===== src/rtl/seg7_pkg.sv =====
// Shared seven-segment constants: active-low gfedcba patterns and the all-off code.
// Hex letter patterns are only decoded when SEG7_HEX_EN is defined.
package seg7_pkg;

    localparam logic [6:0] SEG_OFF = 7'h7F;

    localparam logic [6:0] SEG_0 = 7'b1000000;
    localparam logic [6:0] SEG_1 = 7'b1111001;
    localparam logic [6:0] SEG_2 = 7'b0100100;
    localparam logic [6:0] SEG_3 = 7'b0110000;
    localparam logic [6:0] SEG_4 = 7'b0011001;
    localparam logic [6:0] SEG_5 = 7'b0010010;
    localparam logic [6:0] SEG_6 = 7'b0000010;
    localparam logic [6:0] SEG_7 = 7'b1111000;
    localparam logic [6:0] SEG_8 = 7'b0000000;
    localparam logic [6:0] SEG_9 = 7'b0010000;

    localparam logic [6:0] SEG_A = 7'b0001000;
    localparam logic [6:0] SEG_B = 7'b0000011;
    localparam logic [6:0] SEG_C = 7'b1000110;
    localparam logic [6:0] SEG_D = 7'b0100001;
    localparam logic [6:0] SEG_E = 7'b0000110;
    localparam logic [6:0] SEG_F = 7'b0001110;

endpackage


===== src/rtl/seg7_digit_decode.sv =====
// Combinational 4-bit code to active-low gfedcba segment decoder.
// SEG7_HEX_EN enables A-F letters; otherwise codes 10-15 light nothing.
module seg7_digit_decode
    import seg7_pkg::*;
(
    input  logic [3:0] code,
    output logic [6:0] seg_n
);

    always_comb begin
        seg_n = SEG_OFF;
        case (code)
            4'd0:  seg_n = SEG_0;
            4'd1:  seg_n = SEG_1;
            4'd2:  seg_n = SEG_2;
            4'd3:  seg_n = SEG_3;
            4'd4:  seg_n = SEG_4;
            4'd5:  seg_n = SEG_5;
            4'd6:  seg_n = SEG_6;
            4'd7:  seg_n = SEG_7;
            4'd8:  seg_n = SEG_8;
            4'd9:  seg_n = SEG_9;
`ifdef SEG7_HEX_EN
            4'd10: seg_n = SEG_A;
            4'd11: seg_n = SEG_B;
            4'd12: seg_n = SEG_C;
            4'd13: seg_n = SEG_D;
            4'd14: seg_n = SEG_E;
            4'd15: seg_n = SEG_F;
`endif
            default: seg_n = SEG_OFF;
        endcase
    end

endmodule


===== src/rtl/seg7_scan_driver.sv =====
// Multiplexed seven-segment scan driver with shadowed display data, leading-zero
// suppression and a one-cycle dead time between slots. Hex letters via SEG7_HEX_EN.
module seg7_scan_driver
    import seg7_pkg::*;
#(
    parameter int NUM_DIGITS = 4,
    parameter int SCAN_DIV   = 50000
) (
    input  logic                    clk,
    input  logic                    rst,
    input  logic                    load,
    input  logic [4*NUM_DIGITS-1:0] digits,
    input  logic [NUM_DIGITS-1:0]   dp,
    input  logic [NUM_DIGITS-1:0]   blank,
    input  logic                    lz_en,
    output logic [6:0]              seg_n,
    output logic                    dp_n,
    output logic [NUM_DIGITS-1:0]   an_n
);

    localparam int CNT_W = $clog2(SCAN_DIV);
    localparam int IDX_W = (NUM_DIGITS > 1) ? $clog2(NUM_DIGITS) : 1;

    logic [CNT_W-1:0]        tick_cnt_q, tick_cnt_d;
    logic [IDX_W-1:0]        idx_q, idx_d;
    logic [4*NUM_DIGITS-1:0] shadow_digits_q, shadow_digits_d;
    logic [NUM_DIGITS-1:0]   shadow_dp_q, shadow_dp_d;
    logic [NUM_DIGITS-1:0]   shadow_blank_q, shadow_blank_d;
    logic [6:0]              seg_n_q, seg_n_d;
    logic                    dp_n_q, dp_n_d;
    logic [NUM_DIGITS-1:0]   an_n_q, an_n_d;

    logic                    tick;
    logic [NUM_DIGITS-1:0]   suppress;
    logic                    zero_above;
    logic [3:0]              sel_code;
    logic                    sel_dp;
    logic                    sel_suppress;
    logic [NUM_DIGITS-1:0]   sel_an_n;
    logic [6:0]              dec_seg_n;

    assign tick = (tick_cnt_q == CNT_W'(SCAN_DIV - 1));

    // Walk from the top digit down so zero_above covers digits i..NUM_DIGITS-1.
    always_comb begin
        suppress   = '0;
        zero_above = 1'b1;
        for (int i = NUM_DIGITS - 1; i >= 0; i--) begin
            zero_above  = zero_above && (shadow_digits_q[i*4 +: 4] == 4'd0);
            suppress[i] = shadow_blank_q[i] | (lz_en & (i > 0) & zero_above);
        end
    end

    always_comb begin
        sel_code     = 4'd0;
        sel_dp       = 1'b0;
        sel_suppress = 1'b0;
        sel_an_n     = '1;
        for (int i = 0; i < NUM_DIGITS; i++) begin
            if (idx_q == IDX_W'(i)) begin
                sel_code     = shadow_digits_q[i*4 +: 4];
                sel_dp       = shadow_dp_q[i];
                sel_suppress = suppress[i];
                sel_an_n[i]  = 1'b0;
            end
        end
    end

    seg7_digit_decode u_decode (
        .code  (sel_code),
        .seg_n (dec_seg_n)
    );

    always_comb begin
        tick_cnt_d      = tick ? '0 : tick_cnt_q + CNT_W'(1);
        idx_d           = idx_q;
        shadow_digits_d = shadow_digits_q;
        shadow_dp_d     = shadow_dp_q;
        shadow_blank_d  = shadow_blank_q;
        seg_n_d         = SEG_OFF;
        dp_n_d          = 1'b1;
        an_n_d          = '1;

        if (tick) begin
            idx_d = (idx_q == IDX_W'(NUM_DIGITS - 1)) ? '0 : idx_q + IDX_W'(1);
        end
        if (load) begin
            shadow_digits_d = digits;
            shadow_dp_d     = dp;
            shadow_blank_d  = blank;
        end
        // The tick edge is the dead-time cycle; suppressed slots stay dark but still elapse.
        if (!tick && !sel_suppress) begin
            seg_n_d = dec_seg_n;
            dp_n_d  = ~sel_dp;
            an_n_d  = sel_an_n;
        end
    end

    always_ff @(posedge clk) begin
        if (rst) begin
            tick_cnt_q      <= '0;
            idx_q           <= '0;
            shadow_digits_q <= '0;
            shadow_dp_q     <= '0;
            shadow_blank_q  <= '0;
            seg_n_q         <= SEG_OFF;
            dp_n_q          <= 1'b1;
            an_n_q          <= '1;
        end else begin
            tick_cnt_q      <= tick_cnt_d;
            idx_q           <= idx_d;
            shadow_digits_q <= shadow_digits_d;
            shadow_dp_q     <= shadow_dp_d;
            shadow_blank_q  <= shadow_blank_d;
            seg_n_q         <= seg_n_d;
            dp_n_q          <= dp_n_d;
            an_n_q          <= an_n_d;
        end
    end

    assign seg_n = seg_n_q;
    assign dp_n  = dp_n_q;
    assign an_n  = an_n_q;

endmodule


===== config.mk =====
export PLATFORM = sky130hd
export DESIGN_NAME = seg7_scan_driver
export DESIGN_NICKNAME = d
export VERILOG_FILES = /design/src/rtl/seg7_pkg.sv /design/src/rtl/seg7_digit_decode.sv /design/src/rtl/seg7_scan_driver.sv
export SDC_FILE = /design/constraint.sdc
export NUM_CORES = 1
export LEC_CHECK = 0
export ABC_CLOCK_PERIOD_IN_PS = 4280
export BUFFER_PORTS_ARGS = -buffer_cell sky130_fd_sc_hd__clkbuf_2
export CAP_MARGIN = 40
export CORE_ASPECT_RATIO = 0.6
export CORE_MARGIN = 2
export CORE_UTILIZATION = 55
export DETAILED_ROUTE_END_ITERATION = 12
export PLACE_DENSITY = 0.85
export SETUP_SLACK_MARGIN = 0.4
export SYNTH_ARGS = -nofsm -noshare
export SYNTH_HDL_FRONTEND = slang
export SYNTH_HIERARCHICAL = 1
export SYNTH_SLANG_ARGS = --single-unit

===== constraint.sdc =====
create_clock -name clk -period 4.28 [get_ports clk]
set_input_delay 0.428 -clock clk [delete_from_list [all_inputs] [get_ports clk]]
set_output_delay 0.428 -clock clk [all_outputs]
set_load 0.01 [all_outputs]

-- After elaboration in Yosys (flattened, before gate mapping)
Memory sizes are Yosys's and may differ from the RTL's. A register that Yosys moved wholly into a read port is not among the register bits.
Index checks and enable logic that the tools add are counted.
Widths: inputs -> output; s select.
- register bits after elaboration: 47
- bits in read-only memories: 112
- input bits: 28
- output and inout bits: 12
- logic and storage cells: 50
- memories: 1
- memories (name ; words ; bits a word ; read ports ; clocked after memory_dff ; write ports ; line ; RTL):
    (name not given) ; 16 ; 7 ; 1 ; 1 ; 0 ; seg7_digit_decode.sv:12 ; case (code)
- $add $sub $neg: 2
- equal/unequal tests: 4
- muxes and demuxes: 17
- bitwise logic cells: 8
- reduce and logical (&&, ||, !) cells: 11
- operator list (operator ; number):
    $add 16x1->16 const B ; 1
    $eq 16x16->1 const B ; 1
    $mux 4 ; 4
    $logic_not 4->1 ; 3
    $mux 1 ; 12
    $eq 2x2->1 const B ; 2
    $reduce_or 2->1 ; 2
    $and 1x1->1 ; 3
    $logic_and 1x1->1 ; 3
    $or 1x1->1 ; 3
    $add 2x1->2 const B ; 1
    $eq 2x1->1 const B ; 1
    $logic_not 1->1 ; 2
    $logic_not 2->1 ; 1
    $mux 2 ; 1
    $not 1->1 ; 2

-- Longest topological paths before layout
Gate-level depths: netlist of the first run.
- word-level depth: 12
- mapped depth: 13
- gate-level depth less buffers: 12

-- By module
Netlist of the first run, hierarchy kept.
- by module, submodules not included (module ; times used ; cells each ; area each (um^2) ; sequential area each (um^2)):
    seg7_scan_driver ; 1 ; 242 ; 2303.5 ; 1081.0
    seg7_digit_decode ; 1 ; 33 ; 210.2 ; 0.0

-- Worst setup path before layout of the first run
Ideal clock, no wire load.
- path kind: flip-flop to flip-flop
- start: reg idx_q[1]
- end: reg seg_n_q[3], in the netlist seg_n[3]
- library setup time: 0.133 ns
- arrival: 2.399 ns
- data required time: 4.147 ns
- setup slack: 1.748 ns
- cell stages (with the launch flop): 14
- buffers on the path: 1
- period minus slack after synthesis: 2.532 ns
- path through: dfxtp_1 inv_1 ha_1 clkbuf_1 nand3b_1 a21oi_1 a21oi_1 o21ai_0 inv_1 ha_1 or2_1 a21oi_2 a31oi_1 nand3b_1
- elaborated cells between the ends (all ways): 16
- those cells by class: eq/ne (3); mux (8); bitwise (1); reduce/logical (4)
- RTL lines (what ; line ; RTL):
    start: declaration ; seg7_scan_driver.sv:25 ; logic [IDX_W-1:0] idx_q, idx_d;
    start signal: assignment ; seg7_scan_driver.sv:112 ; idx_q <= idx_d;
    $logic_not 2->1 ; seg7_scan_driver.sv:60 ; if (idx_q == IDX_W'(i)) begin
    $mux 4 (3 in series) ; seg7_scan_driver.sv:60 ;
    $mux 4 (*) ; seg7_scan_driver.sv:60 ;
    named net sel_code[1] ; seg7_scan_driver.sv:36 ; logic [3:0] sel_code;
    end: declaration ; seg7_scan_driver.sv:29 ; logic [6:0] seg_n_q, seg_n_d;
Mark *: on every way through the listed nets, which the timed path passes. The rest lies on a longest branch.
A chain may end at the register's enable or synchronous reset.

-- Worst setup path after layout of the first run
Same ends and word-level chain as after synthesis.

==> results of run 1 <==
[final cells by class]
| class | instances | area [um2] |
|---|---|---|
| fillers | 356 | 1440 |
| multi-input cells | 195 | 1300 |
| flip-flops and latches | 54 | 1080 |
| repair buffers | 41 | 208 |
| clock buffers | 7 | 76.3 |
| well taps | 60 | 75.1 |
| inverters | 11 | 41.3 |
| clock inverters | 1 | 30.0 |
[metrics by stage]
| step | utilization, % | std cells | cell area (um2) |
|---|---|---|---|
| after floorplan | - | 275 | 2510 |
| after global placement | 63.5 | 360 | 2700 |
| after detailed placement | 63.6 | 361 | 2710 |
| after CTS | 66.1 | 369 | 2810 |
| after global routing | 66.1 | 369 | 2810 |
| final | 66.1 | 369 | 2810 |
[cells in the final DEF (no fill, tap or decap)]
| master | count |
|---|---|
| a2111oi_0 | 1 |
| a211oi_1 | 3 |
| a21oi_1 | 10 |
| a21oi_2 | 1 |
| a31oi_1 | 2 |
| buf_2 | 1 |
| buf_4 | 1 |
| bufinv_16 | 1 |
| clkbuf_1 | 2 |
| clkbuf_2 | 39 |
| clkbuf_8 | 5 |
| dfxtp_1 | 54 |
| ha_1 | 10 |
| inv_1 | 11 |
| mux2i_1 | 26 |
| nand2_1 | 15 |
| nand2b_1 | 6 |
| nand3_1 | 9 |
| nand3b_1 | 11 |
| nand4_1 | 3 |
| nand4bb_2 | 1 |
| nor2_1 | 42 |
| nor2_2 | 10 |
| nor3_1 | 3 |
| nor3b_1 | 1 |
| nor4_1 | 6 |
| nor4_4 | 1 |
| o21ai_0 | 11 |
| o21bai_1 | 1 |
| o311a_1 | 1 |
| o41ai_1 | 1 |
| or2_1 | 2 |
| or2b_1 | 1 |
| or3_1 | 1 |
| or4b_4 | 1 |
| or4bb_1 | 1 |
| xnor2_1 | 13 |
| xor2_1 | 1 |
[per-layer routing]
metal | global-route usage [%] | share of wire [%]
met2 | 27.3 | 40
met1 | 30.3 | 53
met5 | 0 | 0
met3 | 5.10 | 5.9
met4 | 5.41 | 0.61
[worst paths after layout]
path	cells after the start	slack, ns	end	startpoint
max	12	1.37	seg_n[3]$_SDFF_PP1_	idx_q[1]$_SDFFE_PP0P_
min	3	0.36	shadow_digits_q[6]$_SDFFE_PP0P_	digits[6]
max reg2reg	12	1.37	seg_n[3]$_SDFF_PP1_	idx_q[1]$_SDFFE_PP0P_
min reg2reg	1	0.47	tick_cnt_q[0]$_SDFF_PP0_	tick_cnt_q[0]$_SDFF_PP0_
[power groups by stage]
| stage | Clock (mW) | Sequential [mW] | Combinational (mW) |
|---|---|---|---|
| finish | 0.335 | 0.540 | 0.106 |
| global placement | 0 | 0.552 | 0.103 |
| detailed placement | 0 | 0.552 | 0.105 |
| CTS | 0.343 | 0.540 | 0.106 |
| global route | 0.365 | 0.543 | 0.119 |
| floorplan | 0 | 0.552 | 0.0731 |
[kinds of logic (layout without fill, tap and decap cells)]
kind of cell    Yosys count  in the layout  share of synthesized area [%]
compound gates           31             31                           7.32
xor+xnor                 14             14                           4.88
fa+ha+maj                10             10                           4.98
buf+inv                  26             60                           5.23
flops                    54             54                           43.0
mux                      26             26                           10.4
simple gates            114            114                           24.2
[state kept, by name, indices dropped and copies added (netlist names)]
signal,count
seg_n,7
tick_cnt_q,16
dp_n,1
shadow_digits_q,16
idx_q,2
an_n,4
shadow_dp_q,4
shadow_blank_q,4
[critical path, stage by stage, from the launching register on]
cell and delay, ns:
dfxtp_1 0.38, inv_1 0.08, ha_1 0.32, nand3b_1 0.21, a21oi_1 0.16, a21oi_1 0.05, o21ai_0 0.50, inv_1 0.20
ha_1 0.23, or2_1 0.24, a21oi_2 0.15, a31oi_1 0.05, nand3b_1 0.16
==> flow_summary.ini, run 1 <==
[cts]
cts_resized = 0
clk_pin_slew_ns = 0.09
insertion_delay_ns = 0.30
cts_max_level = 2
tritoncts = yes
holdBufCountCts = 0
clk_path_buf_depth = 2
cts_buffers = 5
postCtsSetupRepairBufs = 0
cts_root_buf = clkbuf_8
cts_sinks = 54

[worst_setup_path]
worstPathArrival_ns = 3.06
critPathCaptureType = flip-flop
required_ns = 4.42
worstPathMaxFanout = 13
crit_type = flip-flop to flip-flop
critPathLaunchType = flip-flop

[final_layout]
diodes = 0
drive_above_1_share_pct = 19.7
syn2layout_area_growth_pct = 11.9
final_nets = 346

[sta]
tightest_slew_ns = 0.913
fin_setup_tns_ns = 0
setup_slack_ns = 1.37
slew-limit-headroom_pct = 38.8
period_share_pct = 68.1
hold_violations = 0
clock_skew_ns = 0.00903
finalMaxSlewViolations = 0
min_period_ns = 2.91
max_freq_mhz = 343
rsz0062_at_grt = false
hold_ws_ns = 0.356
setup_viol = 0

[routing]
drt_first_pass_iters = 4
drcViolationCount = 0
drtIter0Drc = 117
postRouteAntennaNets = 0
routed_via_density = 5.26
routedWlPerCell_um = 12.9
vias = 1941
drt-total-wl_um = 4770

[pwr]
seqPwrFrac_pct = 55.1
internal-power_mw = 0.751
power_density_nw_per_um2 = 349
total_power_mw = 0.981
comb_power_share_pct = 10.8
power.leakage_nw = 1.14
pwr-share-clk_pct = 34.1
p_switching_mw = 0.230
ir_drop_uv = 234
switching_share_pct = 23.4

[synthesis]
syn_inst = 275
ys.flop_type = dfxtp_1
synth.area.top_cells = dfxtp_1 43%, mux2i_1 10%, nor2_1 6.3%, ha_1 5.0%, xnor2_1 4.5%
synth_top_area_share_pct = 43.0
yosysMostFrequentCell = dfxtp_1
ys_warn_count = 6
synthArstFlopShare_pct = 0
synth_top_cell_by_area = dfxtp_1
syn_area_um2 = 2510
synth_nets = 313
syn_area_per_cell_um2 = 9.14
synth-edff-count = 0
synth.distinct_cells = 37
ys_ff_latch = 54
synth_common_cells = 54 x dfxtp_1, 42 x nor2_1, 26 x mux2i_1
ys_seq_area_share_pct = 43.0

[die]
row_count = 18
die_w_um = 91.3
core_area_um2 = 4260
pin_count = 40
start_util_pct = 59.1
die_y_um = 56.4
die-area_um2 = 5140

[min_path]
hp-class = primary input to flip-flop

[run]
maxCapViolations = 0

[place]
gp_congestion = 0.887
io_buffer_count = 39
dp_hpwl_um = 3540
dp_slack_ns = 1.43

[global_routing]
grt_antenna_before_repair = 0
grt-ovfl-total = 0
grt_first_pass_wirelength_um = 8140
grt_max_degree = 30
track_usage_pct = 19.8
grt_pass1_vias = 1725

[status]
status = complete, no violations
No activity file was read; power rests on OpenSTA's default activity.
==> inputs of run 2 (changes only) <==
- ABC_AREA: unset -> 1
- ABC_CLOCK_PERIOD_IN_PS: 4280 -> 2500
- CORE_UTILIZATION: 55 -> 51
- PLACE_DENSITY: 0.85 -> 0.83
- clock period: 4.28 -> 2.5 ns (I/O delays scaled with it)
==> flow_summary.ini, run 2 <==
[sta]
rsz0062_at_grt = true
clock_skew_ns = 0.00396
setup_viol = 0
hold_violations = 0
setup_slack_ns = 0.439
fin_setup_tns_ns = 0
max_freq_mhz = 485
slew-limit-headroom_pct = 42.1
min_period_ns = 2.06
period_share_pct = 82.4
tightest_slew_ns = 0.867
finalMaxSlewViolations = 0

[synthesis]
synthArstFlopShare_pct = 0
synth_top_cell_by_area = dfxtp_1
synth.distinct_cells = 31
syn_area_per_cell_um2 = 7.33
yosysMostFrequentCell = nand2_1
ys_seq_area_share_pct = 42.1
syn_area_um2 = 2570
synth_top_area_share_pct = 42.1
synth.area.top_cells = dfxtp_1 42%, nand2_1 8.2%, inv_1 6.9%, o21ai_0 6.0%, nand3_1 5.9%
synth_common_cells = 56 x nand2_1, 54 x dfxtp_1, 47 x inv_1
synth_nets = 388
ys_ff_latch = 54
syn_inst = 350
ys_warn_count = 6
synth-edff-count = 0
ys.flop_type = dfxtp_1

[worst_setup_path]
path_buf_inv = 4
worstPathArrival_ns = 2.24
required_ns = 2.68
reg2reg_from = idx_q[1]$_SDFFE_PP0P_
slowest_stage = dfxtp_2
ff2ff_path_depth = 14
crit_chain = inv_2 > ha_4 > inv_2 > nand3_1 > o21ai_1 > nand2_1 > a22oi_2 > inv_2 > ha_1 > nand2_1 > nand3_1 > nand2_1 > inv_1 > nand3_1
max_stage_delay_ns = 0.37
critPathCaptureType = flip-flop
worstPathMaxFanout = 6
critPathLaunchType = flip-flop
cp_top_family = adder cells
crit_type = flip-flop to flip-flop
rrSetupSlack_ns = 0.44
r2r_end = seg_n[3]$_SDFF_PP1_

[cts]
insertion_delay_ns = 0.31
clk_pin_slew_ns = 0.09
cts_sinks = 54
cts_root_buf = clkbuf_8
cts_max_level = 2
cts_buffers = 5
tritoncts = yes
holdBufCountCts = 0
clk_path_buf_depth = 2

[routing]
routedWlPerCell_um = 12.6
vias = 2317
routed_via_density = 5.09
drt_first_pass_iters = 5
drtIter0Drc = 108
drt-total-wl_um = 5740
drcViolationCount = 0
postRouteAntennaNets = 0

[global_routing]
track_usage_pct = 21.9
grt_pass1_vias = 2147
grt_max_degree = 33
grt-ovfl-total = 0
grt_antenna_before_repair = 0
grt_first_pass_wirelength_um = 9510

[final_layout]
fin_cells = 455
drive_above_1_share_pct = 22.7
final_common_cell = nand2_1
final_nets = 429
syn2layout_area_growth_pct = 18.3
diodes = 0
most-common-layout-cells = 56 x nand2_1, 52 x dfxtp_1, 43 x inv_1

[pwr]
internal-power_mw = 1.41
power.leakage_nw = 1.34
pwr-share-clk_pct = 38.6
seqPwrFrac_pct = 50.1
ir_drop_uv = 382
power_density_nw_per_um2 = 607
comb_power_share_pct = 11.2
p_switching_mw = 0.430
switching_share_pct = 23.3

[min_path]
holdCritStartpoint = rst
worstHoldEndpoint = idx_q[1]$_SDFFE_PP0P_
min_path_cells = 2
hp-class = primary input to flip-flop

[place]
dpl.cell_count = 442
io_buffer_count = 39
dp_slack_ns = 0.134
dp_hpwl_um = 4230
gp_congestion = 0.853

[die]
pin_count = 40
die-area_um2 = 5630
die_y_um = 58.9
start_util_pct = 54.5
die_w_um = 95.6
row_count = 19
core_area_um2 = 4710

[status]
status = complete, no violations

[run]
maxCapViolations = 0
[run 2: cell count changes after synthesis, moves of 6 or more]
cell	previous run	this run
nand3b_1	11	0
nand2b_1	6	0
o21ai_0	11	31
a21oi_1	10	29
xnor2_1	13	0
inv_1	11	47
nor2_2	10	4
nand3_1	9	30
mux2i_1	26	0
nor4_1	6	0
nand2_1	15	56
[run 2: power groups by stage]
stage	Combinational (mW)	Clock [mW]	Sequential (mW)
floorplan	0.128	0	0.946
global placement	0.191	0	0.942
detailed placement	0.197	0	0.944
CTS	0.201	0.715	0.923
global route	0.239	0.754	0.928
finish	0.207	0.712	0.923
[run 2: cells by family (layout without fill, tap and decap cells)]
logic type	Yosys count	count (layout)	share of synthesized area (%)
compound gates	67	67	13.8
xor+xnor	2	2	0.683
fa+ha+maj	10	10	4.88
simple gates	154	154	28.6
flops	54	54	42.1
buf+inv	63	105	9.90
[run 2: worst register-to-register path, delay by kind of cell, from the launching register on]
| family | cells | cell delay [ns] |
|---|---|---|
| AOI/OAI and AO/OA | 2 | 0.31 |
| adders and majority gates | 2 | 0.46 |
| buffers and inverters | 4 | 0.34 |
| DFF | 1 | 0.37 |
| and+or+nand+nor | 6 | 0.45 |
[run 2: what timing repair did]
action | CTS | global route
cloned | 1 | 0
setup buffers | 2 | 2
pin swaps | 1 | 1
endpoints found under the setup margin | 7 | 7
resized for setup | 9 | 9
[run 2: cell type report]
class                   count  area [um2]
fillers                   429        1670
flip-flops and latches     54        1090
inverters                  49         184
well taps                  63        78.8
clock buffers               6        82.6
repair inverters            1        7.51
multi-input cells         233        1280
repair buffers             47         255
clock inverters             2        60.1
[run 2: metrics by stage]
step | total power [mW] | hold WS [ns] | utilization, % | area, um2
finish | 1.84 | 0.123 | 64.5 | 3040
global route | 1.92 | 0.142 | 64.5 | 3040
CTS | 1.84 | 0.120 | 63.7 | 3000
detailed placement | 1.14 | 0.446 | 59.6 | 2810
global placement | 1.13 | 0.427 | 59.6 | 2810
floorplan | 1.07 | 0.319 | - | 2570
[run 2: how the worst max path moves through the flow]
| stage | depth (start not counted) | slack (ns) | startpoint | end |
|---|---|---|---|---|
| floorplan | 15 | 0.42 | idx_q[1]$_SDFFE_PP0P_ | seg_n[3]$_SDFF_PP1_ |
| global placement | 14 | 0.30 | idx_q[1]$_SDFFE_PP0P_ | seg_n[3]$_SDFF_PP1_ |
| detailed placement | 14 | 0.13 | idx_q[1]$_SDFFE_PP0P_ | seg_n[3]$_SDFF_PP1_ |
| CTS | 13 | 0.41 | idx_q[1]$_SDFFE_PP0P_ | seg_n[3]$_SDFF_PP1_ |
| global route | 14 | 0.30 | idx_q[1]$_SDFFE_PP0P_ | seg_n[3]$_SDFF_PP1_ |
| finish | 14 | 0.44 | idx_q[1]$_SDFFE_PP0P_ | seg_n[3]$_SDFF_PP1_ |
[run 2: layer usage]
| metal | vias up | wire length [um] | track usage, % |
|---|---|---|---|
| met5 | - | 0 | 0 |
| met1 | 1007 | 2960 | 33.1 |
| met4 | 0 | 85 | 7.14 |
| met3 | 13 | 406 | 4.61 |
| li1 | 1209 | - | - |
| met2 | 88 | 2290 | 31.0 |
==> inputs of run 3 (changes only) <==
- ABC_CLOCK_PERIOD_IN_PS: 2500 -> 1900
- CORE_UTILIZATION: 51 -> 55
- PLACE_DENSITY: 0.83 -> 0.85
- clock period: 2.5 -> 1.9 ns (I/O delays scaled with it)
==> flow_summary.ini, run 3 (synthesis results as in run 2) <==
[cts]
cts_root_buf = clkbuf_8
cts_sinks = 54
holdBufCountCts = 0
clk_path_buf_depth = 2
cts_buffers = 5
tritoncts = yes
insertion_delay_ns = 0.32
clk_pin_slew_ns = 0.10
cts_max_level = 2

[worst_setup_path]
reg2reg_from = idx_q[1]$_SDFFE_PP0P_
worstPathArrival_ns = 2.18
rrSetupSlack_ns = -0.07
critPathLaunchType = flip-flop
r2r_end = seg_n[1]$_SDFF_PP1_
ff2ff_path_depth = 13
critPathCaptureType = flip-flop
worstPathMaxFanout = 6
crit_type = flip-flop to flip-flop
required_ns = 2.11

[die]
row_count = 19
start_util_pct = 56.5
die_y_um = 56.9
core_area_um2 = 4540
die-area_um2 = 5250
pin_count = 40
die_w_um = 92.2

[routing]
drt-total-wl_um = 8530
drcViolationCount = 0
drtIter0Drc = 327
routedWlPerCell_um = 18.0
drt_first_pass_iters = 7
postRouteAntennaNets = 0
vias = 2776
routed_via_density = 5.86

[global_routing]
grt_pass1_vias = 2425
grt_first_pass_wirelength_um = 11200
grt_antenna_before_repair = 0
grt_max_degree = 31
grt-ovfl-total = 0
track_usage_pct = 27.3

[place]
dp_hpwl_um = 4310
io_buffer_count = 39
gp_congestion = 0.947

[min_path]
worstHoldEndpoint = shadow_digits_q[2]$_SDFFE_PP0P_
hp-class = primary input to flip-flop
holdCritStartpoint = digits[2]
min_path_cells = 3

[pwr]
pwr-share-clk_pct = 33.1
ir_drop_uv = 461
switching_share_pct = 27.2
total_power_mw = 2.38
comb_power_share_pct = 15.7
power.leakage_nw = 1.47
power_density_nw_per_um2 = 703
seqPwrFrac_pct = 51.2
p_switching_mw = 0.648
internal-power_mw = 1.73

[final_layout]
most-common-layout-cells = 51 x nand2_1, 51 x dfxtp_1, 39 x clkbuf_2
diodes = 0
final_nets = 448
drive_above_1_share_pct = 32.8
fillerInstances = 294
syn2layout_area_growth_pct = 32.0

[sta]
setup_viol = 7
max_freq_mhz = 507
setup_slack_ns = -0.0732
min_period_ns = 1.97
clock_skew_ns = 0.00650
hold_violations = 0
tightest_slew_ns = 0.415
rsz0062_at_grt = true
finalMaxSlewViolations = 0
period_share_pct = 104
fin_setup_tns_ns = -0.284
slew-limit-headroom_pct = 72.3

[run]
maxCapViolations = 0

[status]
status = finished with violations
violations = negative setup slack
==> run 3: cell count changes in the layout (fill, tap and decap cells not counted), moves of 5 or more <==
| cell | before | now |
|---|---|---|
| buf_6 | 0 | 5 |
| nand3_1 | 30 | 25 |
| ha_1 | 6 | 1 |
| inv_1 | 43 | 38 |
| buf_4 | 8 | 18 |
| nand2_1 | 56 | 51 |
==> run 3: stage by stage <==
step | std cells | instance area (um2) | util [%] | hold slack [ns] | setup WS, ns
3_3_place_gp | 450 | 2920 | 64.3 | 0.403 | 0.0667
4_1_cts | 464 | 3220 | 70.8 | 0.0755 | 0.0975
5_1_grt | 474 | 3390 | 74.6 | 0.104 | -0.0986
2_1_floorplan | 350 | 2620 | - | 0.249 | -0.00606
3_5_place_dp | 450 | 2920 | 64.3 | 0.394 | -0.0372
6_report | 474 | 3390 | 74.6 | 0.0920 | -0.0732
==> run 3: cell type report <==
type	instances	area [um2]	area share, %
Multi-Input combinational cell	233	1440	42.5
Sequential cell	54	1090	32.2
Timing Repair Buffer	67	477	14.1
Inverter	49	194	5.73
Tap cell	63	78.8	2.33
Clock buffer	6	72.6	2.14
Clock inverter	2	36.3	1.07
==> run 3: worst max path at each step <==
stage | end | startpoint | slack (ns) | cells past startpoint
floorplan | seg_n[3]$_SDFF_PP1_ | idx_q[1]$_SDFFE_PP0P_ | -0.006 | 15
global route | seg_n[3]$_SDFF_PP1_ | idx_q[1]$_SDFFE_PP0P_ | -0.1 | 15
global placement | seg_n[5]$_SDFF_PP1_ | idx_q[1]$_SDFFE_PP0P_ | 0.07 | 13
CTS | seg_n[0]$_SDFF_PP1_ | idx_q[1]$_SDFFE_PP0P_ | 0.1 | 15
finish | seg_n[1]$_SDFF_PP1_ | idx_q[1]$_SDFFE_PP0P_ | -0.07 | 13
detailed placement | seg_n[3]$_SDFF_PP1_ | idx_q[0]$_SDFFE_PP0P_ | -0.04 | 13
==> run 3: per-layer routing <==
layer | vias to the layer above | track usage (%) | share of wire, %
met5 | - | 0 | 0
met4 | 0 | 11.1 | 7.0
met3 | 68 | 6.71 | 9.7
met2 | 212 | 41.8 | 43
met1 | 1242 | 37.6 | 40
li1 | 1254 | - | -
==> run 3: timing repair <==
item                                    4_1_cts  5_1_grt
endpoints found under the setup margin       12       15
resized for setup                            28       23
hold endpoints to repair                      0        0
cloned                                        0        2
setup buffers                                 6        8
pin swaps                                    12       12
==> run 3: power by group through the flow <==
stage                     registers [mW]  clock network, mW  logic [mW]
after floorplan                     1.24                  0       0.172
after global placement              1.24                  0       0.268
after detailed placement            1.24                  0       0.275
after CTS                           1.21              0.774       0.306
after global routing                1.22              0.835       0.399
final                               1.22              0.789       0.374
==> run 3: worst max-delay path, cell delays in order, from the launching register on <==
cell and delay (ns):
dfxtp_4 0.40, inv_4 0.06, ha_4 0.17, inv_6 0.07, nand3_2 0.07, o21ai_2 0.06, nand2_1 0.08, a22oi_2 0.26
inv_2 0.11, ha_4 0.26, nand2_4 0.06, nand2_1 0.08, inv_2 0.09, nand3_1 0.10
